`src/rtl/lu_serial_seq.sv`:
```
// Bit-serial sequencer for a 1-bit logic unit: feeds operand bit pairs
// LSB first and gathers the unit's replies into a WIDTH-bit result word.
module lu_serial_seq #(
    parameter int WIDTH = 8
) (
    input  logic             clk,
    input  logic             reset,
    input  logic             start,
    input  logic [WIDTH-1:0] op_a,
    input  logic [WIDTH-1:0] op_b,
    input  logic [2:0]       op_sel,
    output logic             busy,
    output logic             done,
    output logic [WIDTH-1:0] result,
    output logic             lu_a,
    output logic             lu_b,
    output logic [2:0]       lu_sel,
    input  logic             lu_y
);

    localparam int CW = (WIDTH > 1) ? $clog2(WIDTH) : 1;
    localparam logic [CW-1:0] LAST = CW'(WIDTH - 1);

    localparam logic [1:0] S_IDLE = 2'd0;
    localparam logic [1:0] S_RUN  = 2'd1;
    localparam logic [1:0] S_DONE = 2'd2;

    logic [1:0]       state;
    logic [WIDTH-1:0] sh_a;
    logic [WIDTH-1:0] sh_b;
    logic [2:0]       sel_r;
    logic [CW-1:0]    cnt;
    logic [WIDTH-1:0] acc;
    logic [WIDTH-1:0] acc_nx;
    logic             run;

    assign run = (state == S_RUN);

    // New bit enters at the MSB so bit 0 ends up at acc[0] after WIDTH shifts.
    assign acc_nx = (acc >> 1) | (WIDTH'(lu_y) << (WIDTH - 1));

    always_ff @(posedge clk or posedge reset) begin
        if (reset) begin
            state  <= S_IDLE;
            sh_a   <= '0;
            sh_b   <= '0;
            sel_r  <= 3'b000;
            cnt    <= '0;
            acc    <= '0;
            result <= '0;
        end else if (run) begin
            sh_a <= sh_a >> 1;
            sh_b <= sh_b >> 1;
            acc  <= acc_nx;
            if (cnt == LAST) begin
                result <= acc_nx;
                cnt    <= '0;
                state  <= S_DONE;
            end else begin
                cnt <= cnt + 1'b1;
            end
        end else if (start) begin
            // IDLE and DONE both accept a request
            sh_a  <= op_a;
            sh_b  <= op_b;
            sel_r <= op_sel;
            cnt   <= '0;
            acc   <= '0;
            state <= S_RUN;
        end else begin
            state <= S_IDLE;
        end
    end

    assign busy   = run;
    assign done   = (state == S_DONE);
    assign lu_a   = run & sh_a[0];
    assign lu_b   = run & sh_b[0];
    assign lu_sel = sel_r;

endmodule

```
`config.mk`:
```
export PLATFORM = sky130hd
export DESIGN_NAME = lu_serial_seq
export DESIGN_NICKNAME = d
export VERILOG_FILES = /design/src/rtl/lu_serial_seq.sv
export SDC_FILE = /design/constraint.sdc
export NUM_CORES = 1
export LEC_CHECK = 0
export BUFFER_PORTS_ARGS = -buffer_cell sky130_fd_sc_hd__buf_2
export CELL_PAD_IN_SITES_DETAIL_PLACEMENT = 0
export CELL_PAD_IN_SITES_GLOBAL_PLACEMENT = 2
export CORE_ASPECT_RATIO = 1.1
export CORE_MARGIN = 3
export CORE_UTILIZATION = 34
export CTS_CLUSTER_SIZE = 40
export DETAILED_ROUTE_END_ITERATION = 8
export PLACE_DENSITY_LB_ADDON = 0.1
export SLEW_MARGIN = 20
export SYNTH_ARGS = -nofsm -noshare
export SYNTH_HDL_FRONTEND = slang
export SYNTH_SLANG_ARGS = --single-unit
export TNS_END_PERCENT = 10
```
`constraint.sdc`:
```
create_clock -name clk -period 1.5 [get_ports clk]
set_input_delay 0 -clock clk [delete_from_list [all_inputs] [get_ports clk]]
set_output_delay 0 -clock clk [all_outputs]
set_load 0.02 [all_outputs]
```
### Yosys cells after proc, flatten, opt, wreduce, memory -nomap -nowiden

Index checks and enable logic that the tools add are counted.

* register bits: 40
* output and inout port bits: 15
* input bits: 23
* memories: 0
* latch bits: 0
* bits in read-only memories: 0
* bits in writable memories: 0

* $add $sub $neg: 1
* multiplexer cells: 12
* shifts and indexed selects: 0
* order comparisons: 0
* equality and inequality tests: 4
* divide/modulo/power cells: 0
* reduce and logical (&&, ||, !) cells: 3
* multiply operators: 0
* bitwise gates (word level): 4

Operators by type and width (count)
* 2-to-1 mux 8 bit: 6
* 2-to-1 mux 3 bit: 3
* bitwise OR 7 x 8 -> 8 bit: 1
* 2-to-1 mux 2 bit: 2
* AND reduction 2 bit: 2
* adder 3 x 1 -> 3 bit, second input constant: 1
* == test 3 bit, second input constant: 1
* bitwise AND 1 bit: 2
* == test 2 x 1 -> 1 bit, second input constant: 1
* == test 2 bit, second input constant: 1
* != test 2 x 1 -> 1 bit, second input constant: 1
* nonzero test 2 bit: 1
* 2-to-1 mux 1 bit: 1
* inverter 1 bit: 1

### Longest topological paths before layout

* word-level depth: 3
* gate-level depth with buffers: 5
* mapped depth without buffers: 4

### Least setup slack after synthesis

No wires, ideal clock.

* path type: reg-to-reg
* start: reg cnt[0]
* end: reg result[0]
* cell stages (with the launch flop): 5
* setup time: 125 ps
* slack: 139 ps
* required time: 1375 ps
* data arrival time: 1235 ps
* period minus slack after synthesis: 1361 ps
* cells stage by stage: dfrtp_1 > ha_1 > ha_1 > nand2_8 > mux2_4

* longest elaborated chain between the ends: 2

Ends and longest elaborated chain
* start: declaration: line 32 `logic [CW-1:0] cnt;`
* start signal: assignment: line 60 `cnt <= cnt + 1'b1;`
* == test 3 bit: line 55 `if (cnt == LAST) begin`
* AND reduction 2 bit (no source line)
* end signal: assignment: line 56 `result <= acc_nx;`
* end: declaration: line 14 `output logic [WIDTH-1:0] result,`

Every way passes these cells.
A chain may end at the register's enable or synchronous reset.

### Worst setup path after layout

* start: reg cnt[0]
* end: reg result[1]

Same word-level chain as after synthesis.

==> reports/qor.yml <==
maxSlewHeadroom_pct: 67.0
yosysMostFrequentCell: "dfrtp_1"
io_buffers: 37
pin_count: 38
critPathRequiredTime_ns: 1.67
core_area_mm2: 0.00478
drt_iter0_drc: 57
worstMarginPinSlew_ns: 0.495
rsz0062_at_grt: "no"
drt-total-wl_mm: 3.21
fin_setup_tns_ns: 0
critPathKind: "reg -> reg"
clk_path_buf_depth: 2
vias: 1168
cts_tree: "yes"
power_density_mw_per_mm2: 1870
finalCritPeriodShare_pct: 95.7
dpl-instance-area_mm2: 0.00196
initial_core_util_pct: 36.2
reg2reg_depth: 4
design_power_total_mw: 4.05
synth_top_cell_area_share_pct: 56.4
postRouteAntennaNets: 0
fin_crit_ns: 1.44
timing.rr.end: "result[1]"
final-setup-viol-count: 0
place_congestion: 0.647
cpMostUsedCell: "ha_1"
leakagePower_nw: 1.10
die-area_mm2: 0.00598
async_reset_ff_share_pct: 100
whs_ns: 0.00727
dp.cells: 233
clk_pin_slew_ns: 0.07
post_layout_nonfiller_instances: 250
viasPerCell: 4.67
cp.arrival_ns: 1.61
yosys_warnings: 0
synth_top_area_cell: "dfrtp_1"
htreeDepth: 2
setup_ws_ns: 0.0643
pre_cts_ws_ns: 0.0694
netlist_area_mm2: 0.00173
drc: 0
finalInstanceArea_mm2: 0.00216
hold_class: "in -> reg"
drtPass1Iterations: 4
synth_area_leaders: "dfrtp_1 56%, mux2i_1 9.3%, o21ai_0 6.9%"
fmax_mhz: 697
rows: 26
peakVddDrop_mv: 0.646
ys_seq_area_share_pct: 56.4
fin_skew_ns: 0.00352
grt_start_max_net_pins: 40
first_global_vias: 1217
synth.net_count: 170
critPathLaunch: "cnt[0]"
syn_to_final_growth_pct: 25.0
clock_latency_ns: 0.28
numClockSinks: 39
crit_end: "result[1]"
syn_avg_cell_area_um2: 11.9
cp-start-kind: "flip-flop"
root_buffer: "clkbuf_8"
layout.nets: 219
rrSetupSlack_ns: 0.06
n_antenna_cell: 0
synth_flop_cell: "dfrtp_1"
grtUsageTotal_pct: 11.8
die_w_um: 74.0
final_hold_viol_count: 0
outcome: "complete, no violations"
die_h_um: 80.8
crit_chain: "ha_1 -> ha_1 -> nand2_8 -> mux2_4"
finalMaxSlewViolations: 0
yosys-top-cells-count: "39 x dfrtp_1, 24 x nand2_1, 24 x o21ai_0, 16 x mux2i_1, 9 x nand2b_1"
slowest_stage: "dfrtp_1"
end_kind: "flip-flop"
final_util_pct: 45.2
r2r_start: "cnt[0]"
cap_violations: 0
path_max_fanout: 9
cp_slowest_stage_delay_ns: 0.40
grt_pass1_wl_mm: 5.47
dpl.hpwl_mm: 2.15
cts_buffers: 5
antenna_found_initial: 0
synth_edf_count: 0
synthCells: 145
grt_overflow_total: 0
synth.distinct_cells: 21
ys_ff_latch: 39
wl_per_cell_um: 12.8
drive_above_1_share_pct: 33.0
registers in the layout, indices dropped and copies added (netlist names):
name / flops
acc: 7
cnt: 3
lu_sel: 3
result: 8
sh_a: 8
sh_b: 8
state: 2
cell usage in the layout (no fill, tap or decap):
cell	n
dfrtp_1	39
buf_2	37
nand2_1	24
o21ai_0	24
mux2i_1	16
nand2b_1	9
mux2_4	8
dlygate4sd3_1	7
clkbuf_8	6
buf_4	4
mux2_2	3
nor2_1	2
inv_1	2
and2_1	2
ha_1	2
nand2b_4	1
clkinv_8	1
nand2_8	1
nand3b_1	1
o31ai_1	1
and2b_1	1
clkinv_2	1
inv_6	1
buf_16	1
power by group:
part / switching (mW) / internal, mW
clock network: 0.344 / 0.361
registers: 0.253 / 1.50
logic: 0.872 / 0.725
kinds of logic (layout without fill, tap and decap cells):
group	count (synthesis)	after routing	share of synthesized area (%)
buffers and inverters	11	60	4.12
muxes	27	27	18.2
DFF	39	39	56.4
and+or+nand+nor	41	41	12.4
adders and majority gates	2	2	1.45
AOI/OAI and AO/OA	25	25	7.38
routing by layer:
metal	vias to the layer above	global-route usage, %	share of wire (%)
met4	0	3.26	1.1
met3	4	3.71	4.5
li1	580	-	-
met1	559	13.8	45
met5	-	0	0
met2	25	20.5	49
critical path: cells and delay by family, from the launching register on:
family	cells	cell delay, ns
flip-flops	1	0.40
adder cells (fa/ha/maj)	2	0.46
multiplexers	1	0.31
AND/OR/NAND/NOR	1	0.14
area by class of cell:
class                   instances  area (µm²)
repair inverters                1        8.76
flip-flops and latches         39         976
fillers                       451        2620
multi-input cells              95         682
clock inverters                 1        5.00
repair buffers                 49         313
well taps                      56        70.1
inverters                       3        23.8
clock buffers                   6        82.6
worst min-delay path by stage:
stage | startpoint | endpoint | cells past startpoint
after floorplan | lu_y | acc[7] | 2
final | op_b[3] | sh_b[3] | 3
after global placement | reset | lu_sel[2] | 3
after CTS | op_b[4] | sh_b[4] | 3
after detailed placement | reset | lu_sel[2] | 3
after global routing | op_b[2] | sh_b[2] | 3
timing repair:
action	CTS	global route
hold buffers	7	0
cloned	0	1
pin swaps	0	0
resized for setup	1	2
endpoints found under the setup margin	1	1
buffers inserted	0	2
endpoints found under the hold margin	46	0
Power figures use the tool's default switching activity.
